**src/rtl/multicycle_ctrl_pkg.sv**
```systemverilog
// Shared RV32I control types: opcode values, mux selects, FSM states and instruction classes.
package rv32i_pkg;

  localparam logic [6:0] OPC_OP     = 7'b0110011;
  localparam logic [6:0] OPC_OP_IMM = 7'b0010011;
  localparam logic [6:0] OPC_LOAD   = 7'b0000011;
  localparam logic [6:0] OPC_STORE  = 7'b0100011;
  localparam logic [6:0] OPC_BRANCH = 7'b1100011;
  localparam logic [6:0] OPC_JAL    = 7'b1101111;
  localparam logic [6:0] OPC_JALR   = 7'b1100111;
  localparam logic [6:0] OPC_LUI    = 7'b0110111;
  localparam logic [6:0] OPC_AUIPC  = 7'b0010111;

  typedef enum logic [2:0] {
    IMM_I = 3'd0,
    IMM_S = 3'd1,
    IMM_B = 3'd2,
    IMM_J = 3'd3,
    IMM_U = 3'd4
  } imm_sel_t;

  typedef enum logic [1:0] {
    WB_ALU  = 2'd0,
    WB_LOAD = 2'd1,
    WB_PC4  = 2'd2
  } wb_sel_t;

  typedef enum logic [1:0] {
    PC_PLUS4 = 2'd0,
    PC_ALU   = 2'd1
  } pc_src_t;

  typedef enum logic [2:0] {
    ST_FETCH,
    ST_DECODE,
    ST_EXECUTE,
    ST_MEM,
    ST_WB,
    ST_TRAP
  } ctrl_state_t;

  typedef enum logic [2:0] {
    CLS_ALU,
    CLS_LOAD,
    CLS_STORE,
    CLS_BRANCH,
    CLS_JUMP
  } instr_class_t;

endpackage

```
**src/rtl/multicycle_ctrl_if.sv**
```systemverilog
// Control bundle between the multi-cycle sequencer (master) and the datapath/memory side (slave).
interface multicycle_ctrl_if;
  import rv32i_pkg::*;

  logic [31:0] instr;
  logic        branch_taken;
  logic        mem_ready;

  logic        mem_req;
  logic        mem_we;
  logic        mem_is_ifetch;
  logic        ir_we;
  logic        pc_we;
  pc_src_t     pc_src;
  imm_sel_t    imm_sel;
  logic        alu_a_sel;
  logic        alu_b_sel;
  logic        reg_we;
  wb_sel_t     wb_sel;
  logic        illegal;

  modport master (
    input  instr, branch_taken, mem_ready,
    output mem_req, mem_we, mem_is_ifetch, ir_we, pc_we, pc_src, imm_sel,
           alu_a_sel, alu_b_sel, reg_we, wb_sel, illegal
  );

  modport slave (
    output instr, branch_taken, mem_ready,
    input  mem_req, mem_we, mem_is_ifetch, ir_we, pc_we, pc_src, imm_sel,
           alu_a_sel, alu_b_sel, reg_we, wb_sel, illegal
  );

endinterface

```
**src/rtl/multicycle_ctrl_decode.sv**
```systemverilog
// Opcode decoder: instruction class, immediate format and ALU operand selects.
// Latency: purely combinational.
// Backpressure: none; consumes only the opcode field of IR.
module ctrl_decode
  import rv32i_pkg::*;
(
  input  logic [31:0]  instr,
  output instr_class_t cls,
  output imm_sel_t     imm_sel,
  output logic         alu_a_sel,
  output logic         alu_b_sel,
  output logic         legal
);

  // Only the opcode steers control; remaining IR fields feed the datapath directly.
  logic unused_instr_bits;
  assign unused_instr_bits = ^instr[31:7];

  always_comb begin
    cls       = CLS_ALU;
    imm_sel   = IMM_I;
    alu_a_sel = 1'b0;
    alu_b_sel = 1'b0;
    legal     = 1'b1;
    case (instr[6:0])
      OPC_OP: ;
      OPC_OP_IMM: alu_b_sel = 1'b1;
      OPC_LOAD: begin
        cls       = CLS_LOAD;
        alu_b_sel = 1'b1;
      end
      OPC_STORE: begin
        cls       = CLS_STORE;
        imm_sel   = IMM_S;
        alu_b_sel = 1'b1;
      end
      OPC_BRANCH: begin
        cls       = CLS_BRANCH;
        imm_sel   = IMM_B;
        alu_a_sel = 1'b1;
        alu_b_sel = 1'b1;
      end
      OPC_JAL: begin
        cls       = CLS_JUMP;
        imm_sel   = IMM_J;
        alu_a_sel = 1'b1;
        alu_b_sel = 1'b1;
      end
      OPC_JALR: begin
        cls       = CLS_JUMP;
        alu_b_sel = 1'b1;
      end
      OPC_LUI: begin
        imm_sel   = IMM_U;
        alu_b_sel = 1'b1;
      end
      OPC_AUIPC: begin
        imm_sel   = IMM_U;
        alu_a_sel = 1'b1;
        alu_b_sel = 1'b1;
      end
      default: legal = 1'b0;
    endcase
  end

endmodule

```
**src/rtl/multicycle_ctrl.sv**
```systemverilog
// Multi-cycle RV32I sequencer: FETCH/DECODE/EXECUTE/MEM/WB with a trap state for bad opcodes.
// Latency: branch 3, ALU/jump/store 4, load 5 cycles plus one per memory wait cycle.
// Backpressure: mem_req held in FETCH/MEM until mem_ready; all outputs forced low while rst.
module multicycle_ctrl
  import rv32i_pkg::*;
#(
  parameter bit RESET_TRAP_STICKY = 1'b1
)(
  input  logic               clk,
  input  logic               rst,
  multicycle_ctrl_if.master  bus
);

  ctrl_state_t  state;
  ctrl_state_t  state_nxt;
  instr_class_t dec_cls;
  imm_sel_t     dec_imm_sel;
  logic         dec_alu_a_sel;
  logic         dec_alu_b_sel;
  logic         dec_legal;

  ctrl_decode u_decode (
    .instr     (bus.instr),
    .cls       (dec_cls),
    .imm_sel   (dec_imm_sel),
    .alu_a_sel (dec_alu_a_sel),
    .alu_b_sel (dec_alu_b_sel),
    .legal     (dec_legal)
  );

  always_ff @(posedge clk) begin
    if (rst) state <= ST_FETCH;
    else     state <= state_nxt;
  end

  always_comb begin
    state_nxt         = state;
    bus.mem_req       = 1'b0;
    bus.mem_we        = 1'b0;
    bus.mem_is_ifetch = 1'b0;
    bus.ir_we         = 1'b0;
    bus.pc_we         = 1'b0;
    bus.pc_src        = PC_PLUS4;
    bus.imm_sel       = IMM_I;
    bus.alu_a_sel     = 1'b0;
    bus.alu_b_sel     = 1'b0;
    bus.reg_we        = 1'b0;
    bus.wb_sel        = WB_ALU;
    bus.illegal       = 1'b0;

    // IR is stable from DECODE to WB, so decoded selects are simply held there.
    if (!rst && state inside {ST_DECODE, ST_EXECUTE, ST_MEM, ST_WB}) begin
      bus.imm_sel   = dec_imm_sel;
      bus.alu_a_sel = dec_alu_a_sel;
      bus.alu_b_sel = dec_alu_b_sel;
    end

    if (!rst) begin
      case (state)
        ST_FETCH: begin
          bus.mem_req       = 1'b1;
          bus.mem_is_ifetch = 1'b1;
          bus.ir_we         = bus.mem_ready;
          bus.pc_we         = bus.mem_ready;
          if (bus.mem_ready) state_nxt = ST_DECODE;
        end
        ST_DECODE: begin
          if (dec_legal) begin
            state_nxt = ST_EXECUTE;
          end else begin
            bus.illegal = 1'b1;
            state_nxt   = ST_TRAP;
          end
        end
        ST_EXECUTE: begin
          case (dec_cls)
            CLS_LOAD, CLS_STORE: state_nxt = ST_MEM;
            CLS_BRANCH: begin
              bus.pc_we  = bus.branch_taken;
              bus.pc_src = PC_ALU;
              state_nxt  = ST_FETCH;
            end
            default: state_nxt = ST_WB;
          endcase
        end
        ST_MEM: begin
          bus.mem_req = 1'b1;
          bus.mem_we  = (dec_cls == CLS_STORE);
          if (bus.mem_ready) state_nxt = (dec_cls == CLS_STORE) ? ST_FETCH : ST_WB;
        end
        ST_WB: begin
          bus.reg_we = 1'b1;
          state_nxt  = ST_FETCH;
          if (dec_cls == CLS_LOAD) begin
            bus.wb_sel = WB_LOAD;
          end else if (dec_cls == CLS_JUMP) begin
            bus.wb_sel = WB_PC4;
            bus.pc_we  = 1'b1;
            bus.pc_src = PC_ALU;
          end
        end
        ST_TRAP: begin
          bus.illegal = 1'b1;
          if (!RESET_TRAP_STICKY) state_nxt = ST_FETCH;
        end
        default: state_nxt = ST_FETCH;
      endcase
    end
  end

endmodule
```
**src/flat_wrapper.sv**
```systemverilog
// flat-port wrapper written by rule: the top's interface ports become plain ports
module multicycle_ctrl_flat import rv32i_pkg::*;
#(
  parameter bit RESET_TRAP_STICKY = 1'b1
)
  (clk, rst, bus_instr, bus_branch_taken, bus_mem_ready, bus_mem_req, bus_mem_we, bus_mem_is_ifetch, bus_ir_we, bus_pc_we, bus_pc_src, bus_imm_sel, bus_alu_a_sel, bus_alu_b_sel, bus_reg_we, bus_wb_sel, bus_illegal);
  multicycle_ctrl_if bus_i ();
  input  logic clk;
  input  logic rst;
  input wire logic [$bits(bus_i.instr)-1:0] bus_instr;
  input wire logic [$bits(bus_i.branch_taken)-1:0] bus_branch_taken;
  input wire logic [$bits(bus_i.mem_ready)-1:0] bus_mem_ready;
  output wire logic [$bits(bus_i.mem_req)-1:0] bus_mem_req;
  output wire logic [$bits(bus_i.mem_we)-1:0] bus_mem_we;
  output wire logic [$bits(bus_i.mem_is_ifetch)-1:0] bus_mem_is_ifetch;
  output wire logic [$bits(bus_i.ir_we)-1:0] bus_ir_we;
  output wire logic [$bits(bus_i.pc_we)-1:0] bus_pc_we;
  output wire logic [$bits(bus_i.pc_src)-1:0] bus_pc_src;
  output wire logic [$bits(bus_i.imm_sel)-1:0] bus_imm_sel;
  output wire logic [$bits(bus_i.alu_a_sel)-1:0] bus_alu_a_sel;
  output wire logic [$bits(bus_i.alu_b_sel)-1:0] bus_alu_b_sel;
  output wire logic [$bits(bus_i.reg_we)-1:0] bus_reg_we;
  output wire logic [$bits(bus_i.wb_sel)-1:0] bus_wb_sel;
  output wire logic [$bits(bus_i.illegal)-1:0] bus_illegal;
  assign bus_i.instr = bus_instr;
  assign bus_i.branch_taken = bus_branch_taken;
  assign bus_i.mem_ready = bus_mem_ready;
  assign bus_mem_req = bus_i.mem_req;
  assign bus_mem_we = bus_i.mem_we;
  assign bus_mem_is_ifetch = bus_i.mem_is_ifetch;
  assign bus_ir_we = bus_i.ir_we;
  assign bus_pc_we = bus_i.pc_we;
  assign bus_pc_src = bus_i.pc_src;
  assign bus_imm_sel = bus_i.imm_sel;
  assign bus_alu_a_sel = bus_i.alu_a_sel;
  assign bus_alu_b_sel = bus_i.alu_b_sel;
  assign bus_reg_we = bus_i.reg_we;
  assign bus_wb_sel = bus_i.wb_sel;
  assign bus_illegal = bus_i.illegal;
  multicycle_ctrl #(.RESET_TRAP_STICKY(RESET_TRAP_STICKY)) u_core (.clk(clk), .rst(rst), .bus(bus_i));
endmodule
```
**config.mk**
```make
export PLATFORM = sky130hd
export DESIGN_NAME = multicycle_ctrl_flat
export DESIGN_NICKNAME = d
export VERILOG_FILES = /design/src/rtl/multicycle_ctrl_pkg.sv /design/src/rtl/multicycle_ctrl_if.sv /design/src/rtl/multicycle_ctrl_decode.sv /design/src/rtl/multicycle_ctrl.sv /design/src/flat_wrapper.sv
export SDC_FILE = /design/constraint.sdc
export NUM_CORES = 1
export LEC_CHECK = 0
export ABC_AREA = 1
export ABC_CLOCK_PERIOD_IN_PS = 1760
export BUFFER_PORTS_ARGS = -buffer_cell sky130_fd_sc_hd__buf_2
export CAP_MARGIN = 20
export CORE_AREA = 2 2 43 45
export DETAILED_ROUTE_END_ITERATION = 6
export DIE_AREA = 0 0 45 47
export PLACE_DENSITY = 0.74
export SLEW_MARGIN = 40
export SYNTH_ARGS = -nofsm -noshare
export SYNTH_HDL_FRONTEND = slang
export SYNTH_HIERARCHICAL = 1
export SYNTH_SLANG_ARGS = --single-unit
export TNS_END_PERCENT = 20
```
**constraint.sdc**
```tcl
create_clock -name clk -period 1.76 [get_ports clk]
set_input_delay 0.264 -clock clk [delete_from_list [all_inputs] [get_ports clk]]
set_output_delay 0.264 -clock clk [all_outputs]
set_load 0.02 [all_outputs]
```
==> run metrics, run 1 <==
# port buffers 25; post-synthesis cell count 114; Synth top area share 13.6%; smallest hold slack 0.357 ns; number of flip-flops in the largest register 3; number of synthesized flops with an enable pin 0; biggest regs u_core/state (3); fin crit share 93.7%; CP bufs+invs 2; Synthesis Warnings 6; initial antenna violation count 0; Starting Density 35.5%; post-CTS sizing 0; Area growth syn-to-layout 35.0%; Area contributors post-synth nand3_1 14%, inv_1 12%, nand2_1 12%; Initial DRC Count 6; synth cell count leaders 19 x inv_1, 19 x nand2_1, 19 x nor2_1; CP max stage cell a21oi_2; die area 2120 um2; Routed WL 1500 um; Nets 180; Detailed Place HPWL 1200 um; Pwr Density 474 nW/um2; CP required 1.50 ns; Core Area 1650 um2; Inserted Clock Buffers 3; Final Skew 0.00141 ns; startpoint types primary input; fin crit period 1.65 ns; global-route wire length before repair 2220 um; clock-pin slew on the worst setup and hold paths 0.04 ns; IO Count 52; Final Power 0.000375 W; synthesized area per cell 5.15 um2; Max-Cap Viols 0; leakage power 0.425 nW; CTS root buffer clkbuf_4; via count 772; Biggest register u_core/state; peak supply drop 0.444 mV; Setup Crit Path Kind in -> out; vias in the first global route 590; post-synthesis sequential area ratio 10.2%; # clock sinks 3; final hold vios 0; FMAX 606 MHz; ys async rst share 0%; status finished clean; die width 45 um; CP arrival 1.38 ns; largest net degree at the start of global routing 14; CP delay by family, top simple AND/OR/NAND/NOR gates; post-CTS setup buffers 0; htree depth 1; Mapped Area 587 um2; total track usage 13.5%; GP Congestion 0.891; synthesized flop and latch total 3; DR WL/cell 9.36 um; top cell type by total area after synthesis nand3_1; layout cells sized above 1 39.9%; Critical Path Fanout Max 5; fin. max-slew vios 0; Top FF cell, synth dfxtp_1; endpoint type of the worst setup path output pin; final setup vio count 0; # hold bufs at CTS 0; later-pin clock latency in the skew report 0.23 ns; Final ANT Viol Nets 0; fillers 185; CTS tree yes; vias per inst 4.83; Most common cell on crit path a21oi_1; total grt overflow 0; crit path cell chain buf_2 -> nor2_1 -> nand2_1 -> a21oi_2 -> nand3_1 -> nor2_2 -> a21oi_1 -> a21oi_1 -> buf_4; max incr delay on CP 0.18 ns; Clock Tree Buf Depth 2; # diodes 0; Post-Syn Nets 150; row cnt 15; Die Y 47 um; post-synth cell types 21; Pre-Repair DR Iteration Count 4; DRC viols 0; hold crit path type in -> reg
where the power goes:
group          total [W]  switching (W)  internal, W
Sequential     0.0000875      0.0000114    0.0000761
Combinational   0.000172       0.000113    0.0000587
Clock           0.000116      0.0000312    0.0000847
Total           0.000375       0.000156     0.000219
cells by family after synthesis:
group	Yosys count	synth area share, %
AOI/OAI and AO/OA	13	12.8
buffers and inverters	27	17.9
DFF	3	10.2
other	1	0.639
and+or+nand+nor	70	58.4
final timing paths:
check / slack [ns] / cells past startpoint / start / to
max: 0.11 / 9 / bus_instr[6] / bus_pc_we
min: 0.36 / 2 / rst / u_core/state[2]$_SDFFE_PP0P_
max reg2reg: 0.59 / 6 / u_core/state[0]$_SDFFE_PP0P_ / u_core/state[2]$_SDFFE_PP0P_
min reg2reg: 0.54 / 2 / u_core/state[2]$_SDFFE_PP0P_ / u_core/state[2]$_SDFFE_PP0P_
per-stage QoR:
| stage | utilization (%) | std cells | TNS [ns] | instance area, um2 | setup WS (ns) |
|---|---|---|---|---|---|
| floorplan | - | 114 | 0 | 587 | 0.146 |
| global placement | 44.6 | 156 | 0 | 737 | 0.0602 |
| detailed placement | 44.6 | 156 | 0 | 737 | 0.0294 |
| CTS | 46.2 | 160 | 0 | 763 | 0.0174 |
| global route | 48.0 | 160 | -0.00456 | 792 | -0.00456 |
| finish | 48.0 | 160 | 0 | 792 | 0.111 |
cell type report:
cell class	count	area, um2	share of cell area (%)
clock buffer	4	26.3	3.32
inverter	25	93.8	11.8
multi-input combinational	84	444	56.1
sequential	3	61.3	7.74
tap	17	21.3	2.69
timing repair buffer	27	145	18.3
per-layer routing:
| metal | wire length (um) | vias up | GRT usage (%) |
|---|---|---|---|
| li1 | - | 416 | - |
| met1 | 697 | 349 | 19.3 |
| met2 | 779 | 7 | 21.1 |
| met3 | 20 | 0 | 1.15 |
| met4 | 0 | 0 | 5.29 |
| met5 | 0 | - | 0 |
cell usage in the layout (no fill, tap or decap), types with 2 or more instances in the layout:
master     n
buf_2     23
inv_1     19
nand2_1   19
nor2_1    17
nand3_1   15
nor2_2     7
inv_2      6
a21oi_1    5
buf_4      4
clkbuf_4   3
nor2_4     3
a21oi_2    3
nand3_2    3
o21ai_0    2
nor3_1     2
nand2_2    2
dfxtp_1    2
Power figures use the tool's default switching activity.
==> run 2, diff against run 1 <==
--- a/config.mk
+++ b/config.mk
@@ -13,6 +13,7 @@
 export DETAILED_ROUTE_END_ITERATION = 6
 export DIE_AREA = 0 0 45 47
 export PLACE_DENSITY = 0.74
+export RECOVER_POWER = 25
 export SLEW_MARGIN = 40
 export SYNTH_ARGS = -nofsm -noshare
 export SYNTH_HDL_FRONTEND = slang
==> run metrics, run 2 (synthesis results as in run 1) <==
leakage power 0.426 nW (+0.25%); DR WL/cell 9.36 um (unchanged); fin crit share 95.5% (+1.9 points); # port buffers 25 (unchanged); startpoint types primary input; DRC viols 0 (unchanged); post-place setup slack 0.0294 ns (unchanged); Clock Tree Buf Depth 2 (unchanged); initial antenna violation count 0 (unchanged); Area growth syn-to-layout 35.0% (unchanged); FMAX 595 MHz (-2.0%); CTS root buffer clkbuf_4; die area 2120 um2 (unchanged); CP arrival 1.42 ns (+0.04 ns); Final Util 48.0% (unchanged); IO Count 52 (unchanged); global-route wire length before repair 2220 um (unchanged); Final Non-Filler Cells 160 (unchanged); htree depth 1 (unchanged); fin crit period 1.68 ns (+0.0328 ns); status finished clean; fin. max-slew vios 0 (unchanged); vias per inst 4.83 (unchanged); CP delay by family, top simple AND/OR/NAND/NOR gates; Setup Crit Path Kind in -> out; final hold vios 0 (unchanged); # clock sinks 3 (unchanged); Sw Ratio 41.5% (about the same); sequential power share 23.3% (about the same); CP required 1.50 ns (about the same); Clock Power Share 30.9% (about the same); hold crit path type in -> reg; max incr delay on CP 0.22 ns (+0.04 ns); via count 772 (unchanged); placed cells 156 (unchanged); Routed WL 1500 um (unchanged); Nets 180 (unchanged); crit path cell chain buf_2 -> inv_1 -> nand2_1 -> nor2_1 -> nand3_1 -> nand3_1 -> inv_1 -> nand3_1 -> a21oi_1 -> buf_4; Detailed Place HPWL 1200 um (unchanged); layout cells sized above 1 39.2% (-0.70 points); fin worst setup slack 0.0783 ns (-0.0328 ns); Area after DPL 737 um2 (unchanged); internal power 0.000219 W (about the same); die width 45 um (unchanged); biggest regs u_core/state (3); endpoint type of the worst setup path output pin; Biggest register u_core/state; Max-Cap Viols 0 (unchanged); final setup vio count 0 (unchanged); vias in the first global route 590 (unchanged); Initial DRC Count 6 (unchanged); later-pin clock latency in the skew report 0.23 ns (about the same); total grt overflow 0 (unchanged); Core Area 1650 um2 (unchanged); Pwr Density 473 nW/um2 (about the same); largest net degree at the start of global routing 14 (unchanged); number of flip-flops in the largest register 3 (unchanged); clock-pin slew on the worst setup and hold paths 0.04 ns (about the same); Final Skew 0.00141 ns (unchanged); P_sw 0.000156 W (-0.13%); Final ANT Viol Nets 0 (unchanged); CP max stage cell nor2_1; peak supply drop 0.444 mV (about the same); Die Y 47 um (unchanged); Critical Path Fanout Max 3 (-2); Starting Density 35.5% (unchanged); CTS tree yes; row cnt 15 (unchanged); leading cell type in the layout, fill and taps excluded buf_2; most frequent cells in the layout 23 x buf_2, 20 x inv_1, 19 x nand2_1; # diodes 0 (unchanged); Pre-Repair DR Iteration Count 4 (unchanged); fin area 792 um2 (unchanged); Inserted Clock Buffers 3 (unchanged); CP bufs+invs 4 (+2); Most common cell on crit path nand3_1; GP Congestion 0.891 (unchanged); combinational share of power 45.8% (about the same); total track usage 13.5% (unchanged)
run 2: cell counts in the layout (fill, tap and decap cells not counted):
Identical to the previous run, type by type.
run 2: final timing paths:
path	end	from	slack (ns)	cells past startpoint
setup reg to reg	u_core/state[2]$_SDFFE_PP0P_	u_core/state[0]$_SDFFE_PP0P_	0.59	6
setup / recovery	bus_illegal	bus_instr[3]	0.08	10
hold / removal	u_core/state[2]$_SDFFE_PP0P_	rst	0.36	2
hold reg to reg	u_core/state[2]$_SDFFE_PP0P_	u_core/state[2]$_SDFFE_PP0P_	0.54	2
run 2: area by class of cell:
class | count | area, um2
clock buffer | 4 | 26.3
fill | 185 | 860
inverter | 25 | 93.8
multi-input combinational | 84 | 444
sequential | 3 | 61.3
tap | 17 | 21.3
timing repair buffer | 27 | 145
run 2: routing by layer:
| metal | global-route usage, % | vias to the layer above | wire, um |
|---|---|---|---|
| li1 | - | 416 | - |
| met1 | 19.3 | 349 | 697 |
| met2 | 21.1 | 7 | 779 |
| met3 | 1.15 | 0 | 20 |
| met4 | 5.29 | 0 | 0 |
| met5 | 0 | - | 0 |
run 2: repair_timing:
action	4_1_cts	5_1_grt
gates resized for setup	0	9
endpoints found under the setup margin	0	10
hold buffers	0	0
buffers inserted	0	0
run 2: stage by stage:
stage	total power, W	TNS [ns]	hold slack [ns]
floorplan	0.000202	0	0.424
global placement	0.000248	0	0.575
detailed placement	0.000250	0	0.581
CTS	0.000373	0	0.348
global route	0.000408	-0.00456	0.369
finish	0.000375	0	0.357
run 2: power by group through the flow:
stage	clock network [W]	logic (W)	registers, W
final	0.000116	0.000172	0.0000875
after global routing	0.000128	0.000191	0.0000885
after CTS	0.000123	0.000164	0.0000866
after floorplan	0	0.000116	0.0000858
after global placement	0	0.000161	0.0000875
after detailed placement	0	0.000163	0.0000877
==> run 3, diff against run 2 <==
--- a/config.mk
+++ b/config.mk
@@ -8,10 +8,12 @@
 export ABC_AREA = 1
 export ABC_CLOCK_PERIOD_IN_PS = 1760
 export BUFFER_PORTS_ARGS = -buffer_cell sky130_fd_sc_hd__buf_2
-export CAP_MARGIN = 20
+export CAP_MARGIN = 15
 export CORE_AREA = 2 2 43 45
+export CTS_BUF_LIST = sky130_fd_sc_hd__clkbuf_8
 export DETAILED_ROUTE_END_ITERATION = 6
 export DIE_AREA = 0 0 45 47
+export GPL_TIMING_DRIVEN = 0
 export PLACE_DENSITY = 0.74
 export RECOVER_POWER = 25
 export SLEW_MARGIN = 40
==> run metrics, run 3 (synthesis results as in run 1) <==
fin crit period 1.67 ns (-0.00993 ns); total track usage 14.5% (+0.96 points); DRC viols 0 (unchanged); status finished clean; IO Count 52 (unchanged); # clock sinks 3 (unchanged); fillers 183 (-1.1%); clock-pin slew on the worst setup and hold paths 0.03 ns (about the same); Pre-Repair DR Iteration Count 4 (unchanged); crit path from bus_instr[6]; Final Power 0.000455 W (+21%); Area growth syn-to-layout 43.7%; leakage power 0.445 nW (+4.4%); Clock Tree Buf Depth 2 (unchanged); Final Non-Filler Cells 162 (+1.3%); leading cell type in the layout, fill and taps excluded buf_2; final hold vios 0 (unchanged); endpoint type of the worst setup path output pin; TNS Setup 0 ns (unchanged); DR WL/cell 9.24 um (-1.2%); number of flip-flops in the largest register 3 (unchanged); Register Area 61.3 um2 (unchanged); Most common cell on crit path a21oi_1; fin. max-slew vios 0 (unchanged); multi-input logic area 463 um2 (+4.2%); row cnt 15 (unchanged); # diodes 0 (unchanged); most frequent cells in the layout 22 x buf_2, 20 x inv_1, 19 x nand2_1; htree depth 1 (unchanged); global-route wire length before repair 2280 um (+2.5%); Setup Crit Path Kind in -> out; Routed WL 1500 um (unchanged); fin worst setup slack 0.0883 ns (+0.00993 ns); Starting Density 35.5% (unchanged); later-pin clock latency in the skew report 0.21 ns (-0.02 ns); final setup vio count 0 (unchanged); Die Y 47 um (unchanged); die area 2120 um2 (unchanged); Core Area 1650 um2 (unchanged); initial antenna violation count 0 (unchanged); CTS root buffer clkbuf_8; Detailed Place HPWL 1210 um (+0.49%); Biggest register u_core/state; Initial DRC Count 11 (+5); via count 752 (-2.6%); Final ANT Viol Nets 0 (unchanged); layout cells sized above 1 40.0% (+0.84 points); Final Skew 0.000465 ns (-0.000944 ns); Max-Cap Viols 0 (unchanged); vias in the first global route 607 (+2.9%); total grt overflow 0 (unchanged); Inserted Clock Buffers 3 (unchanged); max incr delay on CP 0.16 ns (-0.06 ns); GP Congestion 0.905 (+1.6%); # port buffers 25 (unchanged); Pwr Density 540 nW/um2 (+14%); Critical Path Fanout Max 5 (+2); smallest hold slack 0.386 ns (+0.0292 ns); die width 45 um (unchanged); FMAX 598 MHz (+0.59%); biggest regs u_core/state (3); CP required 1.50 ns (about the same); HP Start rst; fin crit share 95.0% (-0.56 points); peak supply drop 0.555 mV (+25%); startpoint types primary input; hold crit path type in -> reg; post-place setup slack -0.117 ns (-0.146 ns); crit path cell chain buf_2 -> nor2_4 -> nand2_1 -> a21oi_4 -> nand3_1 -> nor2_2 -> a21oi_1 -> a21oi_1 -> buf_4; reg2reg setup slack 0.59 ns (about the same); vias per inst 4.64 (-3.8%); # hold bufs at CTS 0 (unchanged); CP arrival 1.41 ns (about the same); Nets 182 (+1.1%); placed cells 156 (unchanged); CP max stage cell a21oi_4; CTS tree yes; largest net degree at the start of global routing 11 (-3); FF-to-FF Start u_core/state[0]$_SDFFE_PP0P_
==> run 3: changes by cell type in the layout (fill, tap and decap cells not counted), sizes merged <==
cell | before | now
inv | 25 | 26
buf | 27 | 29
clkbuf | 4 | 3
==> run 3: path summary, 6_finish.rpt <==
kind / depth (start not counted) / to
worst min-delay path: 4 / u_core/state[1]$_SDFFE_PP0P_
worst max-delay path: 9 / bus_pc_we
worst min register to register: 2 / u_core/state[2]$_SDFFE_PP0P_
worst max register to register: 6 / u_core/state[2]$_SDFFE_PP0P_
==> run 3: per-layer routing <==
metal,global-route usage (%),routed length [um]
met4,8.82,0
met2,21.7,751
met5,0,0
met1,18.8,722
met3,3.46,23
==> run 3: metrics by stage <==
step	cell area, um2	util (%)
detailed placement	733	44.4
finish	843	51.1
CTS	787	47.7
floorplan	587	-
global placement	733	44.4
global route	843	51.1
==> run 3: what timing repair did <==
item,CTS,global route
setup buffers,0,2
resized for setup,3,10
pin swaps,0,2
setup endpoints to repair,2,6
==> run 3: final cells by class <==
class | count | share of cell area [%]
plain buffers | 2 | 1.34
clock buffers | 3 | 4.90
clock inverters | 1 | 0.445
inverters | 25 | 11.1
multi-input cells | 84 | 54.9
flip-flops and latches | 3 | 7.27
well taps | 17 | 2.52
repair buffers | 27 | 17.5
==> run 3: critical path: cells and delay by family <==
family,cells,cell delay [ns]
buffers and inverters,2,0.30
AND/OR/NAND/NOR,4,0.49
AO/OA/AOI/OAI,3,0.35
==> run 3: power breakdown <==
part           internal (W)  leakage [nW]  switching [W]
clock network      0.000148        0.0269      0.0000429
logic             0.0000606         0.393       0.000116
registers         0.0000762        0.0250      0.0000115
total              0.000285         0.445       0.000170
